--- config.mk ---
export PLATFORM = sky130hd
export DESIGN_NAME = multicycle_controller_flat
export DESIGN_NICKNAME = d
export VERILOG_FILES = /design/src/rtl/multicycle_controller_pkg.sv /design/src/rtl/multicycle_controller_if.sv /design/src/rtl/multicycle_controller_decoder.sv /design/src/rtl/multicycle_controller.sv /design/src/flat_wrapper.sv
export SDC_FILE = /design/constraint.sdc
export NUM_CORES = 1
export LEC_CHECK = 0
export CAP_MARGIN = 5
export CELL_PAD_IN_SITES_DETAIL_PLACEMENT = 0
export CELL_PAD_IN_SITES_GLOBAL_PLACEMENT = 1
export CORE_UTILIZATION = 35
export CTS_BUF_LIST = sky130_fd_sc_hd__clkbuf_4 sky130_fd_sc_hd__clkbuf_8 sky130_fd_sc_hd__clkbuf_16
export DETAILED_ROUTE_END_ITERATION = 8
export PLACE_DENSITY = 0.92
export RECOVER_POWER = 25
export SLEW_MARGIN = 10
export SYNTH_ARGS = -nofsm -noshare
export SYNTH_HDL_FRONTEND = slang
export SYNTH_SLANG_ARGS = --single-unit
--- constraint.sdc ---
create_clock -name clk -period 4.2 [get_ports clk]
set_clock_uncertainty 0.1 [all_clocks]
set_input_delay 0.84 -clock clk [delete_from_list [all_inputs] [get_ports clk]]
set_output_delay 0.84 -clock clk [all_outputs]
set_load 0.02 [all_outputs]
--- src/rtl/multicycle_controller_pkg.sv ---
`default_nettype none
// +----------------------------------------------------------------------------+
// | Module      : multicycle_controller_pkg                                    |
// | Description : Shared encodings for the multi-cycle MIPS control unit:      |
// |               opcodes, funct codes, ALU/branch/size codes, FSM states,     |
// |               instruction classes and the static-control bundle.           |
// | Ports       : none (package)                                               |
// | Revision    : 1.0  initial release                                         |
// +----------------------------------------------------------------------------+
package multicycle_controller_pkg;

  typedef enum logic [3:0] {
    S_FETCH   = 4'd0,
    S_DECODE  = 4'd1,
    S_EXEC    = 4'd2,
    S_MULWAIT = 4'd3,
    S_ADDR    = 4'd4,
    S_MEM     = 4'd5,
    S_WB      = 4'd6,
    S_BRANCH  = 4'd7,
    S_JUMP    = 4'd8
  } state_t;

  typedef enum logic [3:0] {
    CL_NOP    = 4'd0,
    CL_ALU    = 4'd1,
    CL_MUL    = 4'd2,
    CL_LOAD   = 4'd3,
    CL_STORE  = 4'd4,
    CL_BRANCH = 4'd5,
    CL_J      = 4'd6,
    CL_JAL    = 4'd7,
    CL_JR     = 4'd8
  } iclass_t;

  // Opcodes
  localparam logic [5:0] c_op_rtype  = 6'h00;
  localparam logic [5:0] c_op_regimm = 6'h01;
  localparam logic [5:0] c_op_j      = 6'h02;
  localparam logic [5:0] c_op_jal    = 6'h03;
  localparam logic [5:0] c_op_beq    = 6'h04;
  localparam logic [5:0] c_op_bne    = 6'h05;
  localparam logic [5:0] c_op_blez   = 6'h06;
  localparam logic [5:0] c_op_bgtz   = 6'h07;
  localparam logic [5:0] c_op_addi   = 6'h08;
  localparam logic [5:0] c_op_addiu  = 6'h09;
  localparam logic [5:0] c_op_slti   = 6'h0a;
  localparam logic [5:0] c_op_andi   = 6'h0c;
  localparam logic [5:0] c_op_ori    = 6'h0d;
  localparam logic [5:0] c_op_xori   = 6'h0e;
  localparam logic [5:0] c_op_lb     = 6'h20;
  localparam logic [5:0] c_op_lh     = 6'h21;
  localparam logic [5:0] c_op_lw     = 6'h23;
  localparam logic [5:0] c_op_sb     = 6'h28;
  localparam logic [5:0] c_op_sh     = 6'h29;
  localparam logic [5:0] c_op_sw     = 6'h2b;

  // R-type funct codes
  localparam logic [5:0] c_fn_sll  = 6'h00;
  localparam logic [5:0] c_fn_srl  = 6'h02;
  localparam logic [5:0] c_fn_jr   = 6'h08;
  localparam logic [5:0] c_fn_mul  = 6'h18;
  localparam logic [5:0] c_fn_add  = 6'h20;
  localparam logic [5:0] c_fn_addu = 6'h21;
  localparam logic [5:0] c_fn_sub  = 6'h22;
  localparam logic [5:0] c_fn_subu = 6'h23;
  localparam logic [5:0] c_fn_and  = 6'h24;
  localparam logic [5:0] c_fn_or   = 6'h25;
  localparam logic [5:0] c_fn_xor  = 6'h26;
  localparam logic [5:0] c_fn_nor  = 6'h27;
  localparam logic [5:0] c_fn_slt  = 6'h2a;

  // ALU operations
  localparam logic [3:0] c_alu_and = 4'b0000;
  localparam logic [3:0] c_alu_or  = 4'b0001;
  localparam logic [3:0] c_alu_add = 4'b0010;
  localparam logic [3:0] c_alu_xor = 4'b0011;
  localparam logic [3:0] c_alu_nor = 4'b0100;
  localparam logic [3:0] c_alu_sll = 4'b0101;
  localparam logic [3:0] c_alu_sub = 4'b0110;
  localparam logic [3:0] c_alu_slt = 4'b0111;
  localparam logic [3:0] c_alu_srl = 4'b1000;
  localparam logic [3:0] c_alu_mul = 4'b1001;

  // Branch types
  localparam logic [2:0] c_br_beq  = 3'b000;
  localparam logic [2:0] c_br_bne  = 3'b001;
  localparam logic [2:0] c_br_bgtz = 3'b010;
  localparam logic [2:0] c_br_blez = 3'b011;
  localparam logic [2:0] c_br_bltz = 3'b100;
  localparam logic [2:0] c_br_bgez = 3'b101;

  // Memory access sizes
  localparam logic [1:0] c_size_word = 2'b00;
  localparam logic [1:0] c_size_half = 2'b01;
  localparam logic [1:0] c_size_byte = 2'b10;

  typedef struct packed {
    logic [1:0] reg_dst;
    logic [1:0] mem_to_reg;
    logic [1:0] alu_src;
    logic [3:0] alu_control;
    logic       ext_op;
    logic [1:0] mem_size;
    logic       mem_sign;
    logic [2:0] branch_type;
  } ctrl_t;

  localparam ctrl_t c_ctrl_default = '{
    reg_dst:     2'b00,
    mem_to_reg:  2'b00,
    alu_src:     2'b00,
    alu_control: c_alu_add,
    ext_op:      1'b1,
    mem_size:    c_size_word,
    mem_sign:    1'b1,
    branch_type: c_br_beq
  };

endpackage
`default_nettype wire

--- src/rtl/multicycle_controller_if.sv ---
`default_nettype none
// +----------------------------------------------------------------------------+
// | Module      : multicycle_controller_if                                     |
// | Description : Bundle between the control unit (master) and the datapath / |
// |               unified memory port (slave).                                 |
// | Ports       : instr, branch_cond, mem_ready  -> controller                 |
// |               memory strobes, PC/IR/regfile strobes, static controls,      |
// |               debug state                    <- controller                 |
// | Revision    : 1.0  initial release                                         |
// +----------------------------------------------------------------------------+
interface multicycle_controller_if;
  import multicycle_controller_pkg::*;

  logic [31:0] instr;
  logic        branch_cond;
  logic        mem_ready;
  logic        mem_req;
  logic        mem_we;
  logic        iord;
  logic        ir_write;
  logic        pc_write;
  logic [1:0]  pc_src;
  logic        reg_write;
  logic [1:0]  reg_dst;
  logic [1:0]  mem_to_reg;
  logic [1:0]  alu_src;
  logic [3:0]  alu_control;
  logic        ext_op;
  logic [1:0]  mem_size;
  logic        mem_sign;
  logic [2:0]  branch_type;
  state_t      state;

  modport master (
    input  instr, branch_cond, mem_ready,
    output mem_req, mem_we, iord, ir_write, pc_write, pc_src, reg_write,
           reg_dst, mem_to_reg, alu_src, alu_control, ext_op, mem_size,
           mem_sign, branch_type, state
  );

  modport slave (
    output instr, branch_cond, mem_ready,
    input  mem_req, mem_we, iord, ir_write, pc_write, pc_src, reg_write,
           reg_dst, mem_to_reg, alu_src, alu_control, ext_op, mem_size,
           mem_sign, branch_type, state
  );

endinterface
`default_nettype wire

--- src/rtl/multicycle_controller_decoder.sv ---
`default_nettype none
// +----------------------------------------------------------------------------+
// | Module      : multicycle_controller_decoder                                |
// | Description : Purely combinational instruction decoder. Maps the IR to    |
// |               the static datapath controls and an instruction class.      |
// |               Unsupported encodings yield class NOP with default controls.|
// | Ports       : i_instr  in  32  instruction register contents              |
// |               o_ctrl   out     static control bundle                      |
// |               o_class  out  4  instruction class                          |
// | Revision    : 1.0  initial release                                         |
// +----------------------------------------------------------------------------+
module multicycle_controller_decoder
  import multicycle_controller_pkg::*;
(
  input  wire logic [31:0] i_instr,
  output ctrl_t            o_ctrl,
  output iclass_t          o_class
);

  logic [5:0] w_op;
  logic [4:0] w_rt;
  logic [5:0] w_funct;
  logic       w_unused_bits;

  assign w_op          = i_instr[31:26];
  assign w_rt          = i_instr[20:16];
  assign w_funct       = i_instr[5:0];
  // rs, rd, shamt and the immediate are datapath concerns only
  assign w_unused_bits = ^{i_instr[25:21], i_instr[15:6]};

  always_comb begin
    o_ctrl  = c_ctrl_default;
    o_class = CL_NOP;
    case (w_op)
      c_op_rtype: begin
        o_class            = CL_ALU;
        o_ctrl.reg_dst     = 2'b01;
        case (w_funct)
          c_fn_add, c_fn_addu: o_ctrl.alu_control = c_alu_add;
          c_fn_sub, c_fn_subu: o_ctrl.alu_control = c_alu_sub;
          c_fn_and:            o_ctrl.alu_control = c_alu_and;
          c_fn_or:             o_ctrl.alu_control = c_alu_or;
          c_fn_xor:            o_ctrl.alu_control = c_alu_xor;
          c_fn_nor:            o_ctrl.alu_control = c_alu_nor;
          c_fn_slt:            o_ctrl.alu_control = c_alu_slt;
          c_fn_sll: begin
            o_ctrl.alu_control = c_alu_sll;
            o_ctrl.alu_src     = 2'b10;
          end
          c_fn_srl: begin
            o_ctrl.alu_control = c_alu_srl;
            o_ctrl.alu_src     = 2'b10;
          end
          c_fn_mul: begin
            o_class            = CL_MUL;
            o_ctrl.alu_control = c_alu_mul;
          end
          c_fn_jr: begin
            o_class = CL_JR;
            o_ctrl  = c_ctrl_default;
          end
          default: begin
            o_class = CL_NOP;
            o_ctrl  = c_ctrl_default;
          end
        endcase
      end
      c_op_addi, c_op_addiu, c_op_slti, c_op_andi, c_op_ori, c_op_xori: begin
        o_class        = CL_ALU;
        o_ctrl.alu_src = 2'b01;
        case (w_op)
          c_op_slti: o_ctrl.alu_control = c_alu_slt;
          c_op_andi: begin o_ctrl.alu_control = c_alu_and; o_ctrl.ext_op = 1'b0; end
          c_op_ori:  begin o_ctrl.alu_control = c_alu_or;  o_ctrl.ext_op = 1'b0; end
          c_op_xori: begin o_ctrl.alu_control = c_alu_xor; o_ctrl.ext_op = 1'b0; end
          default:   o_ctrl.alu_control = c_alu_add;
        endcase
      end
      c_op_lw, c_op_lh, c_op_lb: begin
        o_class           = CL_LOAD;
        o_ctrl.alu_src    = 2'b01;
        o_ctrl.mem_to_reg = 2'b01;
        o_ctrl.mem_size   = (w_op == c_op_lw) ? c_size_word :
                            (w_op == c_op_lh) ? c_size_half : c_size_byte;
      end
      c_op_sw, c_op_sh, c_op_sb: begin
        o_class         = CL_STORE;
        o_ctrl.alu_src  = 2'b01;
        o_ctrl.mem_size = (w_op == c_op_sw) ? c_size_word :
                          (w_op == c_op_sh) ? c_size_half : c_size_byte;
      end
      c_op_beq, c_op_bne, c_op_blez, c_op_bgtz: begin
        o_class            = CL_BRANCH;
        o_ctrl.alu_control = c_alu_sub;
        o_ctrl.branch_type = (w_op == c_op_beq)  ? c_br_beq  :
                             (w_op == c_op_bne)  ? c_br_bne  :
                             (w_op == c_op_blez) ? c_br_blez : c_br_bgtz;
      end
      c_op_regimm: begin
        // Only bltz (rt=0) and bgez (rt=1) are supported under REGIMM
        if (w_rt == 5'd0) begin
          o_class            = CL_BRANCH;
          o_ctrl.branch_type = c_br_bltz;
        end else if (w_rt == 5'd1) begin
          o_class            = CL_BRANCH;
          o_ctrl.branch_type = c_br_bgez;
        end
      end
      c_op_j:   o_class = CL_J;
      c_op_jal: begin
        o_class           = CL_JAL;
        o_ctrl.reg_dst    = 2'b10;
        o_ctrl.mem_to_reg = 2'b10;
      end
      default: begin
        o_class = CL_NOP;
        o_ctrl  = c_ctrl_default;
      end
    endcase
  end

endmodule
`default_nettype wire

--- src/rtl/multicycle_controller.sv ---
`default_nettype none
// +----------------------------------------------------------------------------+
// | Module      : multicycle_controller                                        |
// | Description : Multi-cycle control FSM for the MIPS subset datapath.        |
// |               Sequences fetch/decode/execute/memory/write-back with a     |
// |               ready/request handshake to a unified memory and a           |
// |               parametrised multiply latency.                              |
// | Ports       : clk    in   system clock                                    |
// |               reset  in   synchronous active-high reset                   |
// |               bus    master modport of multicycle_controller_if           |
// | Revision    : 1.0  initial release                                         |
// +----------------------------------------------------------------------------+
module multicycle_controller
  import multicycle_controller_pkg::*;
#(
  parameter int MUL_CYCLES = 4
) (
  input  wire logic               clk,
  input  wire logic               reset,
  multicycle_controller_if.master bus
);

  localparam logic [3:0] c_mul_load = 4'(MUL_CYCLES - 1);

  state_t     r_state;
  iclass_t    r_class;
  ctrl_t      r_ctrl;
  logic [3:0] r_mul_cnt;

  ctrl_t      w_dec_ctrl;
  iclass_t    w_dec_class;

  logic       w_mem_req;
  logic       w_mem_we;
  logic       w_iord;
  logic       w_ir_write;
  logic       w_pc_write;
  logic [1:0] w_pc_src;
  logic       w_reg_write;

  multicycle_controller_decoder u_decoder (
    .i_instr (bus.instr),
    .o_ctrl  (w_dec_ctrl),
    .o_class (w_dec_class)
  );

  always_ff @(posedge clk) begin
    if (reset) begin
      r_state   <= S_FETCH;
      r_class   <= CL_NOP;
      r_ctrl    <= c_ctrl_default;
      r_mul_cnt <= 4'd0;
    end else begin
      case (r_state)
        S_FETCH: if (bus.mem_ready) r_state <= S_DECODE;
        S_DECODE: begin
          r_ctrl  <= w_dec_ctrl;
          r_class <= w_dec_class;
          case (w_dec_class)
            CL_ALU:               r_state <= S_EXEC;
            CL_MUL: begin
              r_state   <= S_MULWAIT;
              r_mul_cnt <= c_mul_load;
            end
            CL_LOAD, CL_STORE:    r_state <= S_ADDR;
            CL_BRANCH:            r_state <= S_BRANCH;
            CL_J, CL_JAL, CL_JR:  r_state <= S_JUMP;
            default:              r_state <= S_FETCH;
          endcase
        end
        S_EXEC: r_state <= S_WB;
        S_MULWAIT: begin
          if (r_mul_cnt == 4'd0) r_state <= S_WB;
          else                   r_mul_cnt <= r_mul_cnt - 4'd1;
        end
        S_ADDR: r_state <= S_MEM;
        S_MEM: begin
          if (bus.mem_ready) r_state <= (r_class == CL_LOAD) ? S_WB : S_FETCH;
        end
        default: r_state <= S_FETCH;
      endcase
    end
  end

  // Strobes are forced low while reset is held so an aborted instruction
  // never leaves a partial PC or register-file write behind.
  always_comb begin
    w_mem_req   = 1'b0;
    w_mem_we    = 1'b0;
    w_iord      = 1'b0;
    w_ir_write  = 1'b0;
    w_pc_write  = 1'b0;
    w_pc_src    = 2'b00;
    w_reg_write = 1'b0;
    if (!reset) begin
      case (r_state)
        S_FETCH: begin
          w_mem_req = 1'b1;
          if (bus.mem_ready) begin
            w_ir_write = 1'b1;
            w_pc_write = 1'b1;
          end
        end
        S_MEM: begin
          w_mem_req = 1'b1;
          w_iord    = 1'b1;
          w_mem_we  = (r_class == CL_STORE);
        end
        S_WB: w_reg_write = 1'b1;
        S_BRANCH: begin
          w_pc_src   = 2'b01;
          w_pc_write = bus.branch_cond;
        end
        S_JUMP: begin
          w_pc_write  = 1'b1;
          w_pc_src    = (r_class == CL_JR) ? 2'b11 : 2'b10;
          w_reg_write = (r_class == CL_JAL);
        end
        default: ;
      endcase
    end
  end

  assign bus.mem_req     = w_mem_req;
  assign bus.mem_we      = w_mem_we;
  assign bus.iord        = w_iord;
  assign bus.ir_write    = w_ir_write;
  assign bus.pc_write    = w_pc_write;
  assign bus.pc_src      = w_pc_src;
  assign bus.reg_write   = w_reg_write;
  assign bus.reg_dst     = r_ctrl.reg_dst;
  assign bus.mem_to_reg  = r_ctrl.mem_to_reg;
  assign bus.alu_src     = r_ctrl.alu_src;
  assign bus.alu_control = r_ctrl.alu_control;
  assign bus.ext_op      = r_ctrl.ext_op;
  assign bus.mem_size    = r_ctrl.mem_size;
  assign bus.mem_sign    = r_ctrl.mem_sign;
  assign bus.branch_type = r_ctrl.branch_type;
  assign bus.state       = r_state;

endmodule
`default_nettype wire

--- src/flat_wrapper.sv ---
// flat-port wrapper written by rule: the top's interface ports become plain ports
module multicycle_controller_flat import multicycle_controller_pkg::*;
#(
  parameter int MUL_CYCLES = 4
)
  (clk, reset, bus_instr, bus_branch_cond, bus_mem_ready, bus_mem_req, bus_mem_we, bus_iord, bus_ir_write, bus_pc_write, bus_pc_src, bus_reg_write, bus_reg_dst, bus_mem_to_reg, bus_alu_src, bus_alu_control, bus_ext_op, bus_mem_size, bus_mem_sign, bus_branch_type, bus_state);
  multicycle_controller_if bus_i ();
  input  wire logic clk;
  input  wire logic reset;
  input wire logic [$bits(bus_i.instr)-1:0] bus_instr;
  input wire logic [$bits(bus_i.branch_cond)-1:0] bus_branch_cond;
  input wire logic [$bits(bus_i.mem_ready)-1:0] bus_mem_ready;
  output wire logic [$bits(bus_i.mem_req)-1:0] bus_mem_req;
  output wire logic [$bits(bus_i.mem_we)-1:0] bus_mem_we;
  output wire logic [$bits(bus_i.iord)-1:0] bus_iord;
  output wire logic [$bits(bus_i.ir_write)-1:0] bus_ir_write;
  output wire logic [$bits(bus_i.pc_write)-1:0] bus_pc_write;
  output wire logic [$bits(bus_i.pc_src)-1:0] bus_pc_src;
  output wire logic [$bits(bus_i.reg_write)-1:0] bus_reg_write;
  output wire logic [$bits(bus_i.reg_dst)-1:0] bus_reg_dst;
  output wire logic [$bits(bus_i.mem_to_reg)-1:0] bus_mem_to_reg;
  output wire logic [$bits(bus_i.alu_src)-1:0] bus_alu_src;
  output wire logic [$bits(bus_i.alu_control)-1:0] bus_alu_control;
  output wire logic [$bits(bus_i.ext_op)-1:0] bus_ext_op;
  output wire logic [$bits(bus_i.mem_size)-1:0] bus_mem_size;
  output wire logic [$bits(bus_i.mem_sign)-1:0] bus_mem_sign;
  output wire logic [$bits(bus_i.branch_type)-1:0] bus_branch_type;
  output wire logic [$bits(bus_i.state)-1:0] bus_state;
  assign bus_i.instr = bus_instr;
  assign bus_i.branch_cond = bus_branch_cond;
  assign bus_i.mem_ready = bus_mem_ready;
  assign bus_mem_req = bus_i.mem_req;
  assign bus_mem_we = bus_i.mem_we;
  assign bus_iord = bus_i.iord;
  assign bus_ir_write = bus_i.ir_write;
  assign bus_pc_write = bus_i.pc_write;
  assign bus_pc_src = bus_i.pc_src;
  assign bus_reg_write = bus_i.reg_write;
  assign bus_reg_dst = bus_i.reg_dst;
  assign bus_mem_to_reg = bus_i.mem_to_reg;
  assign bus_alu_src = bus_i.alu_src;
  assign bus_alu_control = bus_i.alu_control;
  assign bus_ext_op = bus_i.ext_op;
  assign bus_mem_size = bus_i.mem_size;
  assign bus_mem_sign = bus_i.mem_sign;
  assign bus_branch_type = bus_i.branch_type;
  assign bus_state = bus_i.state;
  multicycle_controller #(.MUL_CYCLES(MUL_CYCLES)) u_core (.clk(clk), .reset(reset), .bus(bus_i));
endmodule
-- Yosys cells after proc, flatten, opt, wreduce, memory -nomap -nowiden
Index checks and enable logic that the tools add are counted.
W data, S select, Z words.
- input port bits: 36
- word-level logic and storage cells: 139
- register bits after elaboration: 28
- add/sub/neg operators: 1
- eq/ne operators: 57
- muxes and demuxes: 50
- reductions and logical operators: 21
- operator list (kind ; count):
    $eq A6 B6 Y1 const B ; 15
    $eq A6 B4 Y1 const B ; 7
    $eq A4 B3 Y1 const B ; 10
    $pmux W4 S9 ; 1
    $pmux W4 S8 ; 1
    $eq A6 B3 Y1 const B ; 4
    $mux W4 ; 6
    $pmux W4 S3 ; 2
    $pmux W4 S6 ; 1
    $reduce_or A12 Y1 ; 2
    $eq A4 B2 Y1 const B ; 5
    $pmux W4 S5 ; 1
    $eq A6 B2 Y1 const B ; 3
    $mux W2 ; 8
    $pmux W2 S2 ; 4
    $mux W1 ; 15
    $mux W3 ; 5
    $eq A4 B4 Y1 const B ; 3
    $logic_not A6 Y1 ; 2
    $pmux W3 S4 ; 1
    $reduce_or A3 Y1 ; 4
    $reduce_or A11 Y1 ; 1
    $eq A4 B1 Y1 const B ; 2
    $logic_not A4 Y1 ; 2
    17 further kinds ; 24

-- Depth between registers and ports, before layout
Gate-level depths: netlist of run 1.
- word-level depth: 8
- mapped depth: 8
- mapped depth without buffers: 7

-- Hierarchy
From an unflattened synthesis of run 1, not the netlist that was laid out.
- cells, all modules: 282
- area, all modules: 2114.5 sq um
- by module, submodules not included (module ; seq. area each (sq um) ; area each (sq um) ; cells an instance ; instances):
    multicycle_controller ; 580.6 ; 1463.9 ; 179 ; 1
    multicycle_controller_decoder ; 0.0 ; 650.6 ; 103 ; 1

-- Least setup slack after synthesis of run 1
No wires, ideal clock.
- path kind: input port to output port
- start point: input port reset
- end point: output port bus_mem_we
- stages on the path: 3
- setup slack: 1475 ps
- path buffers: 0
- arrival: 1785 ps
- data required time: 3260 ps
- cell sequence: nor2_1 > nand4_1 > nor4_1
- longest elaborated chain between the ends: 1
- ends and longest elaborated chain (element ; line ; RTL):
    from (decl) ; flat_wrapper.sv:9 ; input wire logic reset;
    $mux W1 ; multicycle_controller.sv:95 ; if (!reset) begin
    to (decl) ; flat_wrapper.sv:14 ; output wire logic [$bits(bus_i.mem_we)-1:0] bus_mem_we;
Every way passes these cells.

-- Final worst setup path of run 1
Same ends and word-level chain as after synthesis.

==> impl_metrics.prom, run 1 <==
# TYPE chip_impl_metric gauge
chip_impl_info{name="run_status",value="finished clean"} 1
chip_impl_metric{name="clock_sink_count",unit=""} 27
chip_impl_info{name="holdCritPathClass",value="reg -> reg"} 1
chip_impl_metric{name="cpPeakStageDelay",unit="ns"} 0.66
chip_impl_info{name="path_cells",value="clkdlybuf4s50_1, nor2_1, nand4_1, nor4_1, clkdlybuf4s50_1"} 1
chip_impl_metric{name="synth.yosys.warnings",unit=""} 0
chip_impl_metric{name="crit_required",unit="ns"} 3.26
chip_impl_info{name="grt_setup_unrepaired",value="false"} 1
chip_impl_info{name="hold_path_end",value="u_core.bus.branch_type[2]$_SDFFE_PP0P_"} 1
chip_impl_metric{name="gr-usage-all-layers",unit=""} 0.166
chip_impl_info{name="crit_path_top_delay_cell",value="sky130_fd_sc_hd__clkdlybuf4s50_1"} 1
chip_impl_metric{name="finalSetupViolations",unit=""} 0
chip_impl_metric{name="cts_inserted_buffers",unit=""} 3
chip_impl_info{name="worstReg2RegStart",value="u_core.bus.state[0]$_SDFFE_PP0P_"} 1
chip_impl_metric{name="starting_density_of_the_core",unit=""} 0.375
chip_impl_metric{name="total_leakage_power",unit="nW"} 0.799
chip_impl_info{name="timing.critical_path.to_type",value="primary output"} 1
chip_impl_metric{name="grt_antenna_before_repair",unit=""} 0
chip_impl_info{name="crit_type",value="in -> out"} 1
chip_impl_metric{name="clock_path_buffers",unit=""} 2
chip_impl_info{name="root_buffer",value="sky130_fd_sc_hd__clkbuf_8"} 1
chip_impl_metric{name="detailedRoute.firstPassIterationCount",unit=""} 5
chip_impl_metric{name="r2r.worst_path.cells",unit=""} 5
chip_impl_metric{name="portBuffers",unit=""} 48
chip_impl_info{name="ys_dominant_reg_cell",value="sky130_fd_sc_hd__dfxtp_1"} 1
chip_impl_info{name="start_point_of_the_worst_hold_path",value="u_core.bus.branch_type[2]$_SDFFE_PP0P_"} 1
chip_impl_metric{name="reg2reg_setup_slack",unit="ns"} 1.86
chip_impl_metric{name="path_buf_inv",unit=""} 2
chip_impl_metric{name="drc",unit=""} 0
chip_impl_info{name="synth_top_cells_by_area",value="sky130_fd_sc_hd__dfxtp_1, sky130_fd_sc_hd__nand2_1, sky130_fd_sc_hd__a21oi_1"} 1
chip_impl_info{name="cts_tree",value="done"} 1
chip_impl_metric{name="total_die_area",unit="mm2"} 0.00595
chip_impl_metric{name="floorplan_die_width",unit="um"} 77.2
chip_impl_metric{name="setup_slack",unit="ns"} 0.684
chip_impl_metric{name="dp_slack",unit="ns"} 0.698
chip_impl_metric{name="globalRouteOverflowTotal",unit=""} 0
chip_impl_metric{name="async_reset_ff_frac",unit=""} 0
chip_impl_metric{name="layout_min_cycle_time",unit="ns"} 3.52
chip_impl_metric{name="setup_tns",unit="ns"} 0
chip_impl_metric{name="synth.distinct_cells",unit=""} 59
chip_impl_metric{name="worstMarginPinSlew",unit="ns"} 0.719
chip_impl_info{name="r2r_end",value="u_core.bus.alu_control[0]$_SDFFE_PP0P_"} 1
chip_impl_info{name="setup.worst_path.start_class",value="primary input"} 1
chip_impl_metric{name="maxSlewViolCount",unit=""} 0
chip_impl_metric{name="remaining_number_of_nets_flagged_by_the_antenna_check_after_routing",unit=""} 0
chip_impl_metric{name="ios",unit=""} 65
chip_impl_metric{name="finalHoldViolCount",unit=""} 0
chip_impl_metric{name="finish.cell_count_without_fillers",unit=""} 369
chip_impl_metric{name="global_route_wire_length_before_repair",unit="mm"} 8.29
chip_impl_metric{name="num_vias",unit=""} 2052
chip_impl_metric{name="cap_viol_max_count",unit=""} 0
chip_impl_metric{name="power_density",unit="mW/mm2"} 219
chip_impl_metric{name="min_delay_path_depth",unit=""} 2
chip_impl_metric{name="final_layout_size_suffix_gt1_frac",unit=""} 0.0602
chip_impl_metric{name="ffs_latches_synth",unit=""} 27
chip_impl_metric{name="initialDrtViolationCount",unit=""} 123
chip_impl_metric{name="cts_htree_levels",unit=""} 1
chip_impl_info{name="synth.most_common_cell",value="sky130_fd_sc_hd__nand2_1"} 1
chip_impl_metric{name="post-cts-setup-buffer-count",unit=""} 0
chip_impl_metric{name="relative_slew_slack",unit=""} 0.519
chip_impl_metric{name="syn_avg_cell_area",unit="um2"} 7.27
chip_impl_info{name="crit_family",value="buffers and inverters"} 1
chip_impl_info{name="critPathMostFrequentCell",value="sky130_fd_sc_hd__clkdlybuf4s50_1"} 1
chip_impl_metric{name="synth-edff-count",unit=""} 0
chip_impl_metric{name="diodes",unit=""} 0
chip_impl_metric{name="core_area",unit="mm2"} 0.00527
chip_impl_metric{name="syn_inst",unit=""} 272
chip_impl_metric{name="post_cts_hold_buffer_count",unit=""} 0
chip_impl_metric{name="largest_net_degree_at_the_start_of_global_routing",unit=""} 30
chip_impl_metric{name="worst_ep_arrival_time",unit="ns"} 2.58
chip_impl_metric{name="placedCellCount",unit=""} 365
chip_impl_metric{name="postCtsResizedCells",unit=""} 0
chip_impl_metric{name="syn-cell-area",unit="mm2"} 0.00198
chip_impl_metric{name="wl_per_instance",unit="um"} 13.2
chip_impl_metric{name="viasPerCell",unit=""} 5.56
chip_impl_metric{name="detailedPlacementHpwl",unit="mm"} 3.63
chip_impl_metric{name="synth-seq-area-share",unit=""} 0.273
chip_impl_metric{name="fin_nets",unit=""} 338
chip_impl_metric{name="clk_transition_reported_paths",unit="ns"} 0.09
chip_impl_metric{name="chipHeight",unit="um"} 77.2
chip_impl_metric{name="first_global_vias",unit=""} 1792
chip_impl_metric{name="max-vdd-ir-drop",unit="V"} 0.000177
chip_impl_metric{name="min_period_over_period",unit=""} 0.837
chip_impl_metric{name="clk-insertion-delay-late",unit="ns"} 0.27
chip_impl_metric{name="routed_wirelength",unit="mm"} 4.86
chip_impl_info{name="synthDominantAreaCellType",value="sky130_fd_sc_hd__dfxtp_1"} 1
chip_impl_metric{name="synth_top_area_frac",unit=""} 0.273
chip_impl_metric{name="area_delta_synth_final",unit="%"} 24.7
chip_impl_metric{name="globalplace.congestion",unit=""} 0.843
chip_impl_info{name="synth_common_cells",value="sky130_fd_sc_hd__nand2_1, sky130_fd_sc_hd__dfxtp_1, sky130_fd_sc_hd__nor2_1"} 1
chip_impl_metric{name="postSynthNetCount",unit=""} 310
chip_impl_metric{name="critical_path.max_fanout",unit=""} 4
chip_impl_metric{name="fmax",unit="MHz"} 284
chip_impl_metric{name="rows",unit=""} 26
worst max-delay path by stage:
stage,from,to,depth (start not counted)
2_1_floorplan,reset,bus_mem_we,3
3_3_place_gp,reset,bus_mem_we,5
3_5_place_dp,reset,bus_mem_we,5
4_1_cts,reset,bus_mem_we,5
5_1_grt,reset,bus_mem_we,5
6_report,reset,bus_mem_we,5
power breakdown:
part,total [mW],internal (mW),switching (mW)
clock network,0.153,0.0743,0.0789
registers,0.266,0.260,0.00630
logic,0.122,0.0506,0.0713
worst min-delay path, cell delays in order, from the launching register on:
cell and delay [ns]:
sky130_fd_sc_hd__dfxtp_1 0.32, sky130_fd_sc_hd__nand2_1 0.05, sky130_fd_sc_hd__a21oi_1 0.05
placed cells by master, fill, tap and decap left out, types with 5 or more instances in the layout:
cell                              synthesis  layout
sky130_fd_sc_hd__clkdlybuf4s50_1          0      35
sky130_fd_sc_hd__nor4_1                   8       8
sky130_fd_sc_hd__nor2b_1                  5       5
sky130_fd_sc_hd__nand4_1                  7       7
sky130_fd_sc_hd__inv_1                   10      10
sky130_fd_sc_hd__nor2_1                  24      24
sky130_fd_sc_hd__dfxtp_1                 27      27
sky130_fd_sc_hd__nand2_1                 35      35
sky130_fd_sc_hd__dlygate4sd3_1            0      13
sky130_fd_sc_hd__nor3_1                  13      13
sky130_fd_sc_hd__o22ai_1                  5       5
sky130_fd_sc_hd__a21oi_1                 20      20
sky130_fd_sc_hd__o21ai_0                 11      11
sky130_fd_sc_hd__nand3_1                  8       8
routing by layer:
layer / track usage / vias to the layer above / wire length (um)
met2: 0.288 / 54 / 2370
li1: - / 1048 / -
met4: 0.0189 / 0 / 5
met5: 0 / - / 0
met3: 0.0286 / 2 / 240
met1: 0.221 / 948 / 2250
per-stage QoR:
| step | power, mW | utilization | area [um2] | hold slack [ns] |
|---|---|---|---|---|
| after floorplan | 0.354 | - | 1980 | 0.362 |
| after global placement | 0.393 | 0.459 | 2420 | 0.343 |
| after detailed placement | 0.393 | 0.459 | 2420 | 0.344 |
| after CTS | 0.546 | 0.468 | 2470 | 0.358 |
| after global routing | 0.569 | 0.468 | 2470 | 0.372 |
| final | 0.541 | 0.468 | 2470 | 0.351 |
logic make-up after synthesis:
family          Yosys count  share of synthesized area
simple gates            127                      0.332
compound gates           72                      0.259
buf+inv                  36                     0.0873
flops                    27                      0.273
xor+xnor                  4                     0.0177
mux                       3                     0.0165
fa+ha+maj                 2                     0.0127
other cells               1                    0.00190
layout make-up:
cell class | count | area (um2)
well taps | 70 | 87.6
flip-flops and latches | 27 | 541
repair buffers | 49 | 488
multi-input cells | 209 | 1260
inverters | 10 | 37.5
fillers | 552 | 2800
clock buffers | 4 | 48.8
Note: power is estimated with default switching activity, not from simulation.
==> inputs of run 2 (changes only) <==
--- a/config.mk
+++ b/config.mk
@@ -8,10 +8,10 @@
 export CAP_MARGIN = 5
 export CELL_PAD_IN_SITES_DETAIL_PLACEMENT = 0
 export CELL_PAD_IN_SITES_GLOBAL_PLACEMENT = 1
-export CORE_UTILIZATION = 35
+export CORE_UTILIZATION = 32
 export CTS_BUF_LIST = sky130_fd_sc_hd__clkbuf_4 sky130_fd_sc_hd__clkbuf_8 sky130_fd_sc_hd__clkbuf_16
 export DETAILED_ROUTE_END_ITERATION = 8
-export PLACE_DENSITY = 0.92
+export PLACE_DENSITY = 0.86
 export RECOVER_POWER = 25
 export SLEW_MARGIN = 10
 export SYNTH_ARGS = -nofsm -noshare
==> constraint.sdc (replaced) <==
create_clock -name clk -period 3.28 [get_ports clk]
set_clock_uncertainty 0.1 [all_clocks]
set_input_delay 0.656 -clock clk [delete_from_list [all_inputs] [get_ports clk]]
set_output_delay 0.656 -clock clk [all_outputs]
set_load 0.02 [all_outputs]
==> impl_metrics.prom, run 2 (synthesis results as in run 1) <==
# TYPE chip_impl_metric gauge
chip_impl_info{name="run_status",value="finished clean"} 1
chip_impl_metric{name="worst_ep_arrival_time",unit="ns"} 2.36
chip_impl_metric{name="crit_required",unit="ns"} 2.52
chip_impl_metric{name="drc",unit=""} 0
chip_impl_metric{name="r2r.worst_path.cells",unit=""} 5
chip_impl_info{name="path_cells",value="clkdlybuf4s50_1, nor2_1, nand4_1, nor4_1, clkdlybuf4s50_1"} 1
chip_impl_metric{name="portBuffers",unit=""} 48
chip_impl_metric{name="clock_path_buffers",unit=""} 2
chip_impl_metric{name="power_switching",unit="mW"} 0.211
chip_impl_metric{name="total_leakage_power",unit="nW"} 0.844
chip_impl_metric{name="min_delay_path_depth",unit=""} 2
chip_impl_metric{name="maxSlewViolCount",unit=""} 0
chip_impl_info{name="crit_path_top_delay_cell",value="sky130_fd_sc_hd__clkdlybuf4s50_1"} 1
chip_impl_metric{name="diodes",unit=""} 0
chip_impl_info{name="hold_path_end",value="u_core.bus.branch_type[2]$_SDFFE_PP0P_"} 1
chip_impl_metric{name="detailedRoute.firstPassIterationCount",unit=""} 4
chip_impl_metric{name="chipHeight",unit="um"} 80.6
chip_impl_metric{name="worstMarginPinSlew",unit="ns"} 0.559
chip_impl_metric{name="critical_path_cell_count",unit=""} 5
chip_impl_metric{name="globalRouteOverflowTotal",unit=""} 0
chip_impl_metric{name="grt_antenna_before_repair",unit=""} 0
chip_impl_metric{name="largest_net_degree_at_the_start_of_global_routing",unit=""} 30
chip_impl_metric{name="post_cts_hold_buffer_count",unit=""} 0
chip_impl_metric{name="power_density",unit="mW/mm2"} 275
chip_impl_metric{name="postCtsResizedCells",unit=""} 0
chip_impl_info{name="critPathMostFrequentCell",value="sky130_fd_sc_hd__clkdlybuf4s50_1"} 1
chip_impl_metric{name="p_int",unit="mW"} 0.492
chip_impl_info{name="r2r_end",value="u_core.bus.alu_control[0]$_SDFFE_PP0P_"} 1
chip_impl_metric{name="first_global_vias",unit=""} 1841
chip_impl_metric{name="clk_transition_reported_paths",unit="ns"} 0.10
chip_impl_metric{name="clock_power_share",unit=""} 0.277
chip_impl_metric{name="clk-insertion-delay-late",unit="ns"} 0.28
chip_impl_info{name="most_frequent_cells_in_the_layout",value="sky130_fd_sc_hd__clkdlybuf4s50_1, sky130_fd_sc_hd__nand2_1, sky130_fd_sc_hd__dfxtp_1"} 1
chip_impl_metric{name="critical_path.max_fanout",unit=""} 3
chip_impl_metric{name="global_route_wire_length_before_repair",unit="mm"} 8.63
chip_impl_metric{name="post-cts-setup-buffer-count",unit=""} 0
chip_impl_metric{name="cts_htree_levels",unit=""} 1
chip_impl_metric{name="viasPerCell",unit=""} 5.48
chip_impl_info{name="root_buffer",value="sky130_fd_sc_hd__clkbuf_8"} 1
chip_impl_metric{name="path_buf_inv",unit=""} 2
chip_impl_metric{name="placed_area",unit="mm2"} 0.00251
chip_impl_metric{name="final_layout_size_suffix_gt1_frac",unit=""} 0.0935
chip_impl_info{name="crit_family",value="buffers and inverters"} 1
chip_impl_metric{name="reg2reg_setup_slack",unit="ns"} 1.10
chip_impl_info{name="holdCritPathClass",value="reg -> reg"} 1
chip_impl_metric{name="cap_viol_max_count",unit=""} 0
chip_impl_info{name="grt_setup_unrepaired",value="false"} 1
chip_impl_info{name="timing.critical_path.to_type",value="primary output"} 1
chip_impl_metric{name="num_vias",unit=""} 2108
chip_impl_metric{name="detailedPlacementHpwl",unit="mm"} 3.88
chip_impl_metric{name="initialDrtViolationCount",unit=""} 120
chip_impl_info{name="setup.worst_path.start_class",value="primary input"} 1
chip_impl_metric{name="core_area",unit="mm2"} 0.00596
chip_impl_metric{name="remaining_number_of_nets_flagged_by_the_antenna_check_after_routing",unit=""} 0
chip_impl_metric{name="floorplan_die_width",unit="um"} 80.6
chip_impl_metric{name="relative_slew_slack",unit=""} 0.624
chip_impl_metric{name="fin_nets",unit=""} 349
chip_impl_metric{name="routed_wirelength",unit="mm"} 5.14
chip_impl_info{name="cts_tree",value="done"} 1
chip_impl_metric{name="globalplace.congestion",unit=""} 0.895
chip_impl_metric{name="finalSetupViolations",unit=""} 0
chip_impl_metric{name="layout_min_cycle_time",unit="ns"} 3.11
chip_impl_metric{name="rows",unit=""} 28
chip_impl_info{name="final_common_cell",value="sky130_fd_sc_hd__clkdlybuf4s50_1"} 1
chip_impl_metric{name="area_delta_synth_final",unit="%"} 29.2
chip_impl_metric{name="min_period_over_period",unit=""} 0.949
chip_impl_metric{name="sequentialPowerShare",unit=""} 0.484
chip_impl_info{name="worstReg2RegStart",value="u_core.bus.state[0]$_SDFFE_PP0P_"} 1
chip_impl_metric{name="starting_density_of_the_core",unit=""} 0.332
chip_impl_metric{name="stdcell_area",unit="mm2"} 0.00255
chip_impl_metric{name="ios",unit=""} 65
chip_impl_info{name="crit_type",value="in -> out"} 1
chip_impl_metric{name="clock_sink_count",unit=""} 27
chip_impl_metric{name="power.share.combinational",unit=""} 0.238
chip_impl_metric{name="setup_tns",unit="ns"} 0
chip_impl_metric{name="layout.core_utilization",unit=""} 0.429
chip_impl_metric{name="gr-usage-all-layers",unit=""} 0.168
chip_impl_metric{name="fmax",unit="MHz"} 321
chip_impl_metric{name="finalHoldViolCount",unit=""} 0
chip_impl_metric{name="cts_inserted_buffers",unit=""} 3
chip_impl_metric{name="switching_share",unit=""} 0.300
chip_impl_metric{name="wl_per_instance",unit="um"} 13.3
chip_impl_metric{name="max-vdd-ir-drop",unit="V"} 0.000189
chip_impl_metric{name="total_die_area",unit="mm2"} 0.00650
chip_impl_info{name="start_point_of_the_worst_hold_path",value="u_core.bus.branch_type[2]$_SDFFE_PP0P_"} 1
chip_impl_metric{name="cpPeakStageDelay",unit="ns"} 0.67
[run 2: cell count changes in the layout (fill, tap and decap cells not counted)]
cell / change
sky130_fd_sc_hd__and2_0: +1
sky130_fd_sc_hd__and2_1: -1
sky130_fd_sc_hd__buf_4: +11
sky130_fd_sc_hd__clkbuf_4: -1
sky130_fd_sc_hd__clkdlybuf4s50_1: +1
sky130_fd_sc_hd__clkinvlp_4: +1
sky130_fd_sc_hd__dlygate4sd3_1: -1
[run 2: cell type report]
| cell class | count | area (um2) |
|---|---|---|
| clock buffers | 3 | 41.3 |
| multi-input cells | 209 | 1260 |
| inverters | 10 | 37.5 |
| flip-flops and latches | 27 | 541 |
| clock inverters | 1 | 7.51 |
| fillers | 637 | 3400 |
| repair buffers | 60 | 571 |
| well taps | 75 | 93.8 |
[run 2: power by group through the flow]
stage,clock [mW],sequential (mW),combinational [mW]
6_report,0.195,0.340,0.167
3_3_place_gp,0,0.348,0.165
2_1_floorplan,0,0.347,0.107
3_5_place_dp,0,0.348,0.167
5_1_grt,0.218,0.342,0.186
4_1_cts,0.202,0.340,0.168
[run 2: worst reg2reg max path, delay by kind of cell, from the launching register on]
family / cells / cell delay (ns)
AOI/OAI and AO/OA: 2 / 0.58
DFF: 1 / 0.62
and+or+nand+nor: 3 / 0.78
[run 2: how the worst max path moves through the flow]
stage	from	slack (ns)	to
after floorplan	u_core.bus.state[2]$_SDFFE_PP0P_	0.86	bus_mem_we
after global placement	reset	0.21	bus_mem_we
after detailed placement	reset	0.17	bus_mem_we
after CTS	reset	0.15	bus_mem_we
after global routing	reset	0.05	bus_mem_we
final	reset	0.17	bus_mem_we
[run 2: per-stage QoR]
stage	power (mW)	hold slack, ns	setup slack, ns	instances
after global placement	0.513	0.343	0.212	381
after floorplan	0.454	0.362	0.859	272
after detailed placement	0.515	0.347	0.170	381
final	0.703	0.353	0.168	385
after global routing	0.745	0.381	0.0457	385
after CTS	0.711	0.361	0.147	385
[run 2: layer usage]
| metal | up-vias | global-route usage | wire, um |
|---|---|---|---|
| li1 | 1069 | - | - |
| met1 | 963 | 0.226 | 2380 |
| met2 | 67 | 0.275 | 2410 |
| met3 | 9 | 0.0250 | 268 |
| met4 | 0 | 0.0536 | 76 |
| met5 | - | 0 | 0 |
